===== config.mk =====
export PLATFORM = sky130hd
export DESIGN_NAME = id_ex_alu_stage_flat
export DESIGN_NICKNAME = d
export VERILOG_FILES = /design/src/rtl/id_ex_alu_stage_if.sv /design/src/rtl/id_ex_alu_stage.sv /design/src/flat_wrapper.sv
export SDC_FILE = /design/constraint.sdc
export NUM_CORES = 1
export LEC_CHECK = 0
export BUFFER_PORTS_ARGS = -buffer_cell sky130_fd_sc_hd__buf_2
export CORE_MARGIN = 2
export CORE_UTILIZATION = 35
export DETAILED_ROUTE_END_ITERATION = 10
export PLACE_DENSITY = 0.77
export SYNTH_ARGS = -nofsm -noshare
export SYNTH_HDL_FRONTEND = slang
export SYNTH_SLANG_ARGS = --single-unit

===== constraint.sdc =====
create_clock -name clk -period 1.3 [get_ports clk]
set_input_delay 0.26 -clock clk [delete_from_list [all_inputs] [get_ports clk]]
set_output_delay 0.26 -clock clk [all_outputs]
set_load 0.01 [all_outputs]

===== src/rtl/id_ex_alu_stage_if.sv =====
// ID/EX stage bundle: decode-side inputs, MEM/WB forwarding sources and the
// EX-side outputs that feed the ALU. Master drives ID/MEM/WB, slave is the stage.
interface id_ex_alu_stage_if #(
   parameter int unsigned DATA_W = 32,
   parameter int unsigned REG_AW = 5
);
   logic              stall;
   logic              flush;
   logic              id_valid;
   logic [DATA_W-1:0] id_rs_data;
   logic [DATA_W-1:0] id_rt_data;
   logic [DATA_W-1:0] id_imm;
   logic [REG_AW-1:0] id_rs;
   logic [REG_AW-1:0] id_rt;
   logic [REG_AW-1:0] id_rd;
   logic              id_uses_rt;
   logic              id_alu_src;
   logic              id_reg_dst;
   logic [2:0]        id_alu_ctrl;
   logic              id_reg_write;
   logic              id_mem_read;
   logic              id_mem_write;
   logic              mem_reg_write;
   logic [REG_AW-1:0] mem_rd;
   logic [DATA_W-1:0] mem_result;
   logic              wb_reg_write;
   logic [REG_AW-1:0] wb_rd;
   logic [DATA_W-1:0] wb_result;
   logic              hazard_stall;
   logic              ex_valid;
   logic [DATA_W-1:0] ex_a;
   logic [DATA_W-1:0] ex_b;
   logic [2:0]        ex_control;
   logic [DATA_W-1:0] ex_store_data;
   logic [REG_AW-1:0] ex_dest;
   logic              ex_reg_write;
   logic              ex_mem_read;
   logic              ex_mem_write;

   modport master (
      output stall, flush, id_valid, id_rs_data, id_rt_data, id_imm,
             id_rs, id_rt, id_rd, id_uses_rt, id_alu_src, id_reg_dst,
             id_alu_ctrl, id_reg_write, id_mem_read, id_mem_write,
             mem_reg_write, mem_rd, mem_result, wb_reg_write, wb_rd, wb_result,
      input  hazard_stall, ex_valid, ex_a, ex_b, ex_control, ex_store_data,
             ex_dest, ex_reg_write, ex_mem_read, ex_mem_write
   );

   modport slave (
      input  stall, flush, id_valid, id_rs_data, id_rt_data, id_imm,
             id_rs, id_rt, id_rd, id_uses_rt, id_alu_src, id_reg_dst,
             id_alu_ctrl, id_reg_write, id_mem_read, id_mem_write,
             mem_reg_write, mem_rd, mem_result, wb_reg_write, wb_rd, wb_result,
      output hazard_stall, ex_valid, ex_a, ex_b, ex_control, ex_store_data,
             ex_dest, ex_reg_write, ex_mem_read, ex_mem_write
   );
endinterface


===== src/rtl/id_ex_alu_stage.sv =====
// ID/EX pipeline register with operand select for the ALU.
// Optional macro ID_EX_FWD_EN: enables MEM/WB forwarding and the load-use
// detector; when undefined, operands come straight from the stage register,
// hazard_stall is tied low and the mem_*/wb_* inputs are ignored.
module id_ex_alu_stage #(
   parameter int unsigned DATA_W = 32,
   parameter int unsigned REG_AW = 5
) (
   input logic               clk,
   input logic               rst,
   id_ex_alu_stage_if.slave  bus
);

   typedef struct packed {
      logic              valid;
      logic [REG_AW-1:0] rs;
      logic [REG_AW-1:0] rt;
      logic [REG_AW-1:0] dest;
      logic [DATA_W-1:0] rs_data;
      logic [DATA_W-1:0] rt_data;
      logic [DATA_W-1:0] imm;
      logic              alu_src;
      logic [2:0]        ctrl;
      logic              reg_write;
      logic              mem_read;
      logic              mem_write;
   } stage_t;

   stage_t            stage_q, stage_d;
   logic              hazard;
   logic [DATA_W-1:0] fwd_a;
   logic [DATA_W-1:0] fwd_rt;

   // Next stage contents: bubble beats stall, stall beats load.
   always_comb begin
      stage_d = stage_q;
      if (bus.flush || hazard) begin
         stage_d = '0;
      end else if (!bus.stall) begin
         stage_d.valid     = bus.id_valid;
         stage_d.rs        = bus.id_rs;
         stage_d.rt        = bus.id_rt;
         stage_d.dest      = bus.id_reg_dst ? bus.id_rd : bus.id_rt;
         stage_d.rs_data   = bus.id_rs_data;
         stage_d.rt_data   = bus.id_rt_data;
         stage_d.imm       = bus.id_imm;
         stage_d.alu_src   = bus.id_alu_src;
         stage_d.ctrl      = bus.id_alu_ctrl;
         stage_d.reg_write = bus.id_reg_write & bus.id_valid;
         stage_d.mem_read  = bus.id_mem_read  & bus.id_valid;
         stage_d.mem_write = bus.id_mem_write & bus.id_valid;
      end
   end

   // Stage register with asynchronous active-low clear.
   always_ff @(posedge clk or negedge rst) begin
      if (!rst) stage_q <= '0;
      else      stage_q <= stage_d;
   end

`ifdef ID_EX_FWD_EN
   // Forward rs: MEM result first, then WB data; index 0 is never forwarded.
   always_comb begin
      fwd_a = stage_q.rs_data;
      if (bus.mem_reg_write && bus.mem_rd == stage_q.rs && stage_q.rs != '0)
         fwd_a = bus.mem_result;
      else if (bus.wb_reg_write && bus.wb_rd == stage_q.rs && stage_q.rs != '0)
         fwd_a = bus.wb_result;
   end

   // Forward rt with the same priority.
   always_comb begin
      fwd_rt = stage_q.rt_data;
      if (bus.mem_reg_write && bus.mem_rd == stage_q.rt && stage_q.rt != '0)
         fwd_rt = bus.mem_result;
      else if (bus.wb_reg_write && bus.wb_rd == stage_q.rt && stage_q.rt != '0)
         fwd_rt = bus.wb_result;
   end

   // Load in EX whose destination the decoding instruction reads.
   always_comb begin
      hazard = bus.id_valid && stage_q.valid && stage_q.mem_read &&
               stage_q.dest != '0 &&
               (stage_q.dest == bus.id_rs ||
                (bus.id_uses_rt && stage_q.dest == bus.id_rt));
   end
`else
   logic unused_fwd;

   // No forwarding: registered operands pass straight through.
   always_comb begin
      fwd_a      = stage_q.rs_data;
      fwd_rt     = stage_q.rt_data;
      hazard     = 1'b0;
      unused_fwd = ^{bus.mem_reg_write, bus.mem_rd, bus.mem_result,
                     bus.wb_reg_write, bus.wb_rd, bus.wb_result,
                     bus.id_uses_rt, stage_q.rs, stage_q.rt};
   end
`endif

   assign bus.hazard_stall  = hazard;
   assign bus.ex_valid      = stage_q.valid;
   assign bus.ex_a          = fwd_a;
   assign bus.ex_store_data = fwd_rt;
   assign bus.ex_b          = stage_q.alu_src ? stage_q.imm : fwd_rt;
   assign bus.ex_control    = stage_q.ctrl;
   assign bus.ex_dest       = stage_q.dest;
   assign bus.ex_reg_write  = stage_q.reg_write;
   assign bus.ex_mem_read   = stage_q.mem_read;
   assign bus.ex_mem_write  = stage_q.mem_write;

endmodule


===== src/flat_wrapper.sv =====
// flat-port wrapper written by rule: the top's interface ports become plain ports
module id_ex_alu_stage_flat 
#(
   parameter int unsigned DATA_W = 32,
   parameter int unsigned REG_AW = 5
)
  (clk, rst, bus_stall, bus_flush, bus_id_valid, bus_id_rs_data, bus_id_rt_data, bus_id_imm, bus_id_rs, bus_id_rt, bus_id_rd, bus_id_uses_rt, bus_id_alu_src, bus_id_reg_dst, bus_id_alu_ctrl, bus_id_reg_write, bus_id_mem_read, bus_id_mem_write, bus_mem_reg_write, bus_mem_rd, bus_mem_result, bus_wb_reg_write, bus_wb_rd, bus_wb_result, bus_hazard_stall, bus_ex_valid, bus_ex_a, bus_ex_b, bus_ex_control, bus_ex_store_data, bus_ex_dest, bus_ex_reg_write, bus_ex_mem_read, bus_ex_mem_write);
  id_ex_alu_stage_if #(.DATA_W(DATA_W), .REG_AW(REG_AW)) bus_i ();
  input logic clk;
  input logic rst;
  input wire logic [$bits(bus_i.stall)-1:0] bus_stall;
  input wire logic [$bits(bus_i.flush)-1:0] bus_flush;
  input wire logic [$bits(bus_i.id_valid)-1:0] bus_id_valid;
  input wire logic [$bits(bus_i.id_rs_data)-1:0] bus_id_rs_data;
  input wire logic [$bits(bus_i.id_rt_data)-1:0] bus_id_rt_data;
  input wire logic [$bits(bus_i.id_imm)-1:0] bus_id_imm;
  input wire logic [$bits(bus_i.id_rs)-1:0] bus_id_rs;
  input wire logic [$bits(bus_i.id_rt)-1:0] bus_id_rt;
  input wire logic [$bits(bus_i.id_rd)-1:0] bus_id_rd;
  input wire logic [$bits(bus_i.id_uses_rt)-1:0] bus_id_uses_rt;
  input wire logic [$bits(bus_i.id_alu_src)-1:0] bus_id_alu_src;
  input wire logic [$bits(bus_i.id_reg_dst)-1:0] bus_id_reg_dst;
  input wire logic [$bits(bus_i.id_alu_ctrl)-1:0] bus_id_alu_ctrl;
  input wire logic [$bits(bus_i.id_reg_write)-1:0] bus_id_reg_write;
  input wire logic [$bits(bus_i.id_mem_read)-1:0] bus_id_mem_read;
  input wire logic [$bits(bus_i.id_mem_write)-1:0] bus_id_mem_write;
  input wire logic [$bits(bus_i.mem_reg_write)-1:0] bus_mem_reg_write;
  input wire logic [$bits(bus_i.mem_rd)-1:0] bus_mem_rd;
  input wire logic [$bits(bus_i.mem_result)-1:0] bus_mem_result;
  input wire logic [$bits(bus_i.wb_reg_write)-1:0] bus_wb_reg_write;
  input wire logic [$bits(bus_i.wb_rd)-1:0] bus_wb_rd;
  input wire logic [$bits(bus_i.wb_result)-1:0] bus_wb_result;
  output wire logic [$bits(bus_i.hazard_stall)-1:0] bus_hazard_stall;
  output wire logic [$bits(bus_i.ex_valid)-1:0] bus_ex_valid;
  output wire logic [$bits(bus_i.ex_a)-1:0] bus_ex_a;
  output wire logic [$bits(bus_i.ex_b)-1:0] bus_ex_b;
  output wire logic [$bits(bus_i.ex_control)-1:0] bus_ex_control;
  output wire logic [$bits(bus_i.ex_store_data)-1:0] bus_ex_store_data;
  output wire logic [$bits(bus_i.ex_dest)-1:0] bus_ex_dest;
  output wire logic [$bits(bus_i.ex_reg_write)-1:0] bus_ex_reg_write;
  output wire logic [$bits(bus_i.ex_mem_read)-1:0] bus_ex_mem_read;
  output wire logic [$bits(bus_i.ex_mem_write)-1:0] bus_ex_mem_write;
  assign bus_i.stall = bus_stall;
  assign bus_i.flush = bus_flush;
  assign bus_i.id_valid = bus_id_valid;
  assign bus_i.id_rs_data = bus_id_rs_data;
  assign bus_i.id_rt_data = bus_id_rt_data;
  assign bus_i.id_imm = bus_id_imm;
  assign bus_i.id_rs = bus_id_rs;
  assign bus_i.id_rt = bus_id_rt;
  assign bus_i.id_rd = bus_id_rd;
  assign bus_i.id_uses_rt = bus_id_uses_rt;
  assign bus_i.id_alu_src = bus_id_alu_src;
  assign bus_i.id_reg_dst = bus_id_reg_dst;
  assign bus_i.id_alu_ctrl = bus_id_alu_ctrl;
  assign bus_i.id_reg_write = bus_id_reg_write;
  assign bus_i.id_mem_read = bus_id_mem_read;
  assign bus_i.id_mem_write = bus_id_mem_write;
  assign bus_i.mem_reg_write = bus_mem_reg_write;
  assign bus_i.mem_rd = bus_mem_rd;
  assign bus_i.mem_result = bus_mem_result;
  assign bus_i.wb_reg_write = bus_wb_reg_write;
  assign bus_i.wb_rd = bus_wb_rd;
  assign bus_i.wb_result = bus_wb_result;
  assign bus_hazard_stall = bus_i.hazard_stall;
  assign bus_ex_valid = bus_i.ex_valid;
  assign bus_ex_a = bus_i.ex_a;
  assign bus_ex_b = bus_i.ex_b;
  assign bus_ex_control = bus_i.ex_control;
  assign bus_ex_store_data = bus_i.ex_store_data;
  assign bus_ex_dest = bus_i.ex_dest;
  assign bus_ex_reg_write = bus_i.ex_reg_write;
  assign bus_ex_mem_read = bus_i.ex_mem_read;
  assign bus_ex_mem_write = bus_i.ex_mem_write;
  id_ex_alu_stage #(.DATA_W(DATA_W), .REG_AW(REG_AW)) u_core (.clk(clk), .rst(rst), .bus(bus_i));
endmodule

==> out/qor.csv, run 1 <==
metric,value,unit
status,finished with violations,
violations,negative setup slack,
chipWidth,129.1,um
seq_power_share,47.3,%
port_buffers,226,
postSynthCellCount,472,
ys.flop_type,dfrtp_1,
comb_power_share,16.3,%
p_leak,3.759,nW
diodes,0,
worst_slack,-0.4379,ns
drc_errors,0,
finalHoldViolations,0,
postLayoutCoreUtil,43.98,%
cp-start-kind,flip-flop,
worstPathCellList,"clkbuf_16, mux2_2, buf_6",
slowest_stage,dfrtp_2,
fin_crit_sh,133.7,%
crit_path_max_fanout,13,
synth_edf_count,0,
postRouteAntennaNets,0,
cts_made_buffers,9,
vias_per_cell,4.492,
first_pass_iters,4,
ys_async_sr_fraction,100.0,%
cts_root_buffer,clkbuf_16,
peakVddDrop,0.7047,mV
fmax,575.4,MHz
grt_setup_unrepaired,yes,
sw_frac_of_total,26.04,%
grt_overflow,0,
layout-drive-gt1-share,46.34,%
dp.cells,820,
clkLatencyLatePin,0.35,ns
row_count,45,
p_clk_share,36.5,%
antenna_found_initial,0,
drv_slew,0,
ys_seq_elements,109,
dr_total_vias,3769,
path_clk_slew,0.08,ns
track_usage,14.53,%
cap_viol_max_count,0,
cp.required,1.04,ns
gp_congestion,0.7293,
avgSynthCellArea,11.60,um2
synth_mux_area_share,25.95,%
setup_viol,32,
switchingPower,2.036,mW
wl_per_cell,14.63,um
final_cell_mix,"buf_2, dfrtp_1, mux2i_1",
final_cells,839,
drt_wl_total,12270,um
fin_skew,0,ns
hp-class,in -> reg,
n_fill_cell,1436,
grt_pass1_wl,19040,um
worstPathArrival,1.48,ns
cts_buffer_depth,2,
cts_sinks,109,
ys_types,17,
final_common_cell,buf_2,
synth_top_cell_area_share,49.81,%
yosys_warnings,0,
cts_tree,done,
die_y,129.1,um
fin_nets,824,
min_period,1.738,ns
drtIter0Drc,160,
synth_top_family_by_area,multiplexers,
hpwlAfterDp,8710,um
yosys.area.top_type,dfrtp_1,
synth.area.top_cells,"dfrtp_1, mux2i_1, buf_4",
syn2layout_area_growth,22.53,%
synth_xor_area_share,0,%
endpoint_kind,output pin,
synth_nets,673,
syn_area,5477,um2
ioPinCount,310,
synth-seq-area-share,49.81,%
grt_pass1_vias,3811,
p_int,5.783,mW
cellPowerDensity,1165,nW/um2
synth-simple-area-share,8.111,%
start_util,35.89,%
synth_adder_area_share,0,%
crit_type,reg -> out,
holdWs,0.1458,ns
synth-compound-area-share,0.9596,%
core,15260,um2
h-tree-depth,3,
die_area,16660,um2
grt_max_degree,57,
max_stage_delay,0.44,ns
-- metal layers --
layer | part of all wire, % | wire length, um | up-vias | track usage (%)
met5 | 0 | 0 | - | 0
met4 | 1.2 | 145 | 0 | 3.645
met3 | 6.4 | 783 | 9 | 4.789
met2 | 50 | 6165 | 133 | 25.33
met1 | 42 | 5177 | 1830 | 17.39
li1 | - | - | 1797 | -
-- worst paths after layout --
kind                       slack [ns]                             from  depth (start not counted)                         endpoint
setup / recovery                -0.44    u_core.stage_q[6]$_DFFE_PN0P_                          3                      bus_ex_b[9]
hold / removal                   0.15               bus_id_rs_data[11]                          3  u_core.bus.ex_a[11]$_DFFE_PN0P_
setup reg to reg                 0.19    u_core.stage_q[6]$_DFFE_PN0P_                          4    u_core.stage_q[6]$_DFFE_PN0P_
hold reg to reg                  0.52  u_core.bus.ex_a[26]$_DFFE_PN0P_                          2  u_core.bus.ex_a[26]$_DFFE_PN0P_
max in group asynchronous        0.57                              rst                          3   u_core.stage_q[29]$_DFFE_PN0P_
min in group asynchronous        0.45                              rst                          3  u_core.bus.ex_a[26]$_DFFE_PN0P_
-- power groups by stage --
stage	combinational [mW]	sequential, mW	clock, mW
2_1_floorplan	0.875	3.73	0
3_3_place_gp	1.21	3.75	0
3_5_place_dp	1.23	3.76	0
4_1_cts	1.24	3.70	2.96
5_1_grt	1.40	3.73	3.08
6_report	1.27	3.70	2.85
-- critical path: cells and delay by family (launching register included) --
family / cells / cell delay [ns]
flops: 1 / 0.44
mux: 1 / 0.35
buf+inv: 2 / 0.33
-- cell type report --
cell class | count | area (um2) | area share [%]
multi-input cells | 259 | 1929 | 28.75
inverters | 1 | 3.754 | 0.05594
flip-flops and latches | 109 | 2729 | 40.67
clock inverters | 6 | 70.07 | 1.044
well taps | 211 | 264.0 | 3.934
clock buffers | 10 | 239.0 | 3.561
repair buffers | 243 | 1475 | 21.98
-- cell usage after synthesis, types with 5 or more instances --
cell      number
mux2i_1      106
buf_4         77
clkbuf_1       9
buf_12         8
mux2_2        32
nor2_1       101
buf_2          7
a211oi_1       5
dfrtp_1      109
nor2b_1        5
-- flip-flops by register name, indices dropped and copies added, names as in the netlist --
register,count
u_core.bus.ex_valid,1
u_core.bus.ex_reg_write,1
u_core.bus.ex_a,32
u_core.bus.ex_mem_read,1
u_core.stage_q,33
u_core.bus.ex_control,3
u_core.bus.ex_store_data,32
u_core.bus.ex_mem_write,1
u_core.bus.ex_dest,5
-- cell families after synthesis --
| kind of cell | count (synthesis) |
|---|---|
| AND/OR/NAND/NOR | 112 |
| AO/OA/AOI/OAI | 8 |
| multiplexers | 138 |
| buffers and inverters | 104 |
| other | 1 |
| flip-flops | 109 |
-- metrics by stage --
stage / instance area [um2] / power [mW] / setup TNS (ns) / worst slack [ns]
finish: 6710 / 7.819 / -13.57 / -0.4379
global route: 6710 / 8.206 / -15.68 / -0.4989
CTS: 6600 / 7.898 / -14.12 / -0.4624
detailed placement: 6265 / 4.991 / -1.625 / -0.07192
global placement: 6265 / 4.965 / -1.293 / -0.06298
floorplan: 5477 / 4.603 / 0 / 0.02277
-- what timing repair did --
action	in CTS	in global routing
cloned	0	1
gates resized for setup	4	15
setup endpoints to repair	33	33
buffers inserted	0	2
hold buffers	1	0
hold endpoints to repair	109	0
No activity file was read; power rests on OpenSTA's default activity.
==> inputs of run 2 (changes only) <==
CORE_UTILIZATION = 40   (was 35)
PLACE_DENSITY = 0.86   (was 0.77)
==> run 2 against run 1 <==
The run still ends with negative setup slack left. Die area fell by 12%. Critical path depth did not move. Sequential share of layout area is essentially flat. Non-clock buffer count fell by 1. Sequential power barely moved. Total power rose by 1.4%. Combinational power about the same. Clock power increased by 4%. Critical path type unchanged.
==> out/qor.csv, run 2 (synthesized netlist as in run 1, its figures left out) <==
metric,value,unit,change
gr-usage-met2,28.44,%,was 25.33%
grt_setup_unrepaired,yes,,unchanged
grt_max_degree,72,,was 57
min_period,1.709,ns,was 1.738 ns
endpoint_kind,output pin,,unchanged
grt_pass1_vias,3821,,was 3811
finalHoldViolations,0,,unchanged
dr_total_vias,3742,,was 3769
n_fill_cell,1201,,was 1436
row_count,42,,was 45
grt_busiest_layer,met2,,unchanged
layout-drive-gt1-share,46.25,%,was 46.34%
setup_viol,32,,unchanged
ioPinCount,310,,unchanged
dpl-instance-area,6221,um2,was 6265 um2
postLayoutCoreUtil,50.45,%,was 43.98%
crit_type,reg -> out,,unchanged
use_met1,19.70,%,was 17.39%
fmax,585.2,MHz,was 575.4 MHz
fin_nets,823,,was 824
peakVddDrop,1.067,mV,was 0.7047 mV
vias_per_cell,4.654,,was 4.492
status,finished with violations,,unchanged
p_leak,3.770,nW,was 3.759 nW
drt_wl_total,11930,um,was 12270 um
port_buffers,226,,unchanged
cts_sinks,109,,unchanged
path_clk_slew,0.07,ns,was 0.08 ns
final_common_cell,buf_2,,unchanged
cp-start-kind,flip-flop,,unchanged
fin_crit_sh,131.5,%,was 133.7%
cts_buffer_depth,2,,unchanged
regArea,2729,um2,unchanged
crit_path_max_fanout,13,,unchanged
final_cells,804,,was 839
grt.met3_usage,5.404,%,was 4.789%
drv_slew,0,,unchanged
hpwlAfterDp,8631,um,was 8710 um
cts_tree,done,,unchanged
antenna_found_initial,1,,was 0
multiInputGateArea,1959,um2,was 1929 um2
h-tree-depth,3,,unchanged
clkLatencyLatePin,0.35,ns,about the same
dp.cells,785,,was 820
worstPathArrival,1.45,ns,was 1.48 ns
cap_viol_max_count,0,,unchanged
fin_skew,0,ns,unchanged
first_pass_iters,4,,unchanged
cp.required,1.04,ns,about the same
grt_overflow,0,,unchanged
core,13300,um2,was 15260 um2
final_cell_mix,"buf_2, dfrtp_1, mux2i_1",,unchanged
drtIter0Drc,116,,was 160
largest_register_ffs,33,,unchanged
die_y,121.0,um,was 129.1 um
worst_slack,-0.4090,ns,was -0.4379 ns
gp_congestion,0.7732,,was 0.7293
track_usage,16.68,%,was 14.53%
regMostFlops,u_core.stage_q,,unchanged
postRouteAntennaNets,0,,unchanged
wl_per_cell,14.83,um,was 14.63 um
drc_errors,0,,unchanged
die_area,14640,um2,was 16660 um2
start_util,41.19,%,was 35.89%
hp-class,in -> reg,,unchanged
violations,negative setup slack,,unchanged
cts_root_buffer,clkbuf_16,,unchanged
cts_made_buffers,9,,unchanged
syn2layout_area_growth,22.48,%,was 22.53%
tns,-12.10,ns,was -13.57 ns
chipWidth,121.0,um,was 129.1 um
cellPowerDensity,1182,nW/um2,was 1165 nW/um2
final_area,6708,um2,was 6710 um2
grt_pass1_wl,19090,um,was 19040 um
==> run 2: repair_timing <==
item | CTS | global route
resized for setup | 19 | 10
buffers inserted | 1 | 0
setup endpoints to repair | 33 | 33
hold buffers | 1 | 0
endpoints found under the hold margin | 109 | 0
cloned | 0 | 0
==> run 2: metal layers <==
layer	part of all wire [%]	vias to the layer above	wire, um
met5	0	-	0
met4	2.2	0	267
met2	51	144	6062
met3	7.2	21	855
li1	-	1791	-
met1	40	1786	4740
==> run 2: final cells by class <==
type	count	area share, %
Antenna cell	1	0.03731
Clock buffer	9	3.358
Clock inverter	7	1.474
Inverter	1	0.05596
Multi-Input combinational cell	259	29.21
Sequential cell	109	40.68
Tap cell	176	3.283
Timing Repair Buffer	242	21.90
==> run 2: metrics by stage <==
step	hold slack [ns]	worst slack (ns)	total power [mW]
6_report	0.1446	-0.4090	7.930
3_3_place_gp	0.3130	-0.08539	4.952
2_1_floorplan	-0.03559	0.02277	4.603
3_5_place_dp	0.3117	-0.08751	4.984
5_1_grt	0.1382	-0.4681	8.317
4_1_cts	0.1322	-0.4269	8.038
==> run 2: critical path: stages (launching register included) <==
cell	delay (ns)
dfrtp_2	0.42
buf_12	0.17
mux2_2	0.35
buf_2	0.14
==> run 2: path summary, 6_finish.rpt <==
kind,slack [ns],start,to,cells after the start
worst max-delay path,-0.41,u_core.stage_q[6]$_DFFE_PN0P_,bus_ex_b[8],3
worst min-delay path,0.14,bus_id_rs_data[6],u_core.bus.ex_a[6]$_DFFE_PN0P_,3
worst max register to register,0.36,u_core.bus.ex_store_data[30]$_DFFE_PN0P_,u_core.bus.ex_store_data[30]$_DFFE_PN0P_,4
worst min register to register,0.52,u_core.bus.ex_a[6]$_DFFE_PN0P_,u_core.bus.ex_a[6]$_DFFE_PN0P_,2
max in group asynchronous,0.44,rst,u_core.bus.ex_a[12]$_DFFE_PN0P_,3
min in group asynchronous,0.47,rst,u_core.bus.ex_store_data[4]$_DFFE_PN0P_,3
==> run 2: where the power goes <==
| group | total (mW) | internal [mW] | switching, mW |
|---|---|---|---|
| Sequential | 3.70 | 3.58 | 0.119 |
| Combinational | 1.28 | 0.653 | 0.626 |
| Clock | 2.95 | 1.70 | 1.25 |
| Total | 7.93 | 5.93 | 2.00 |
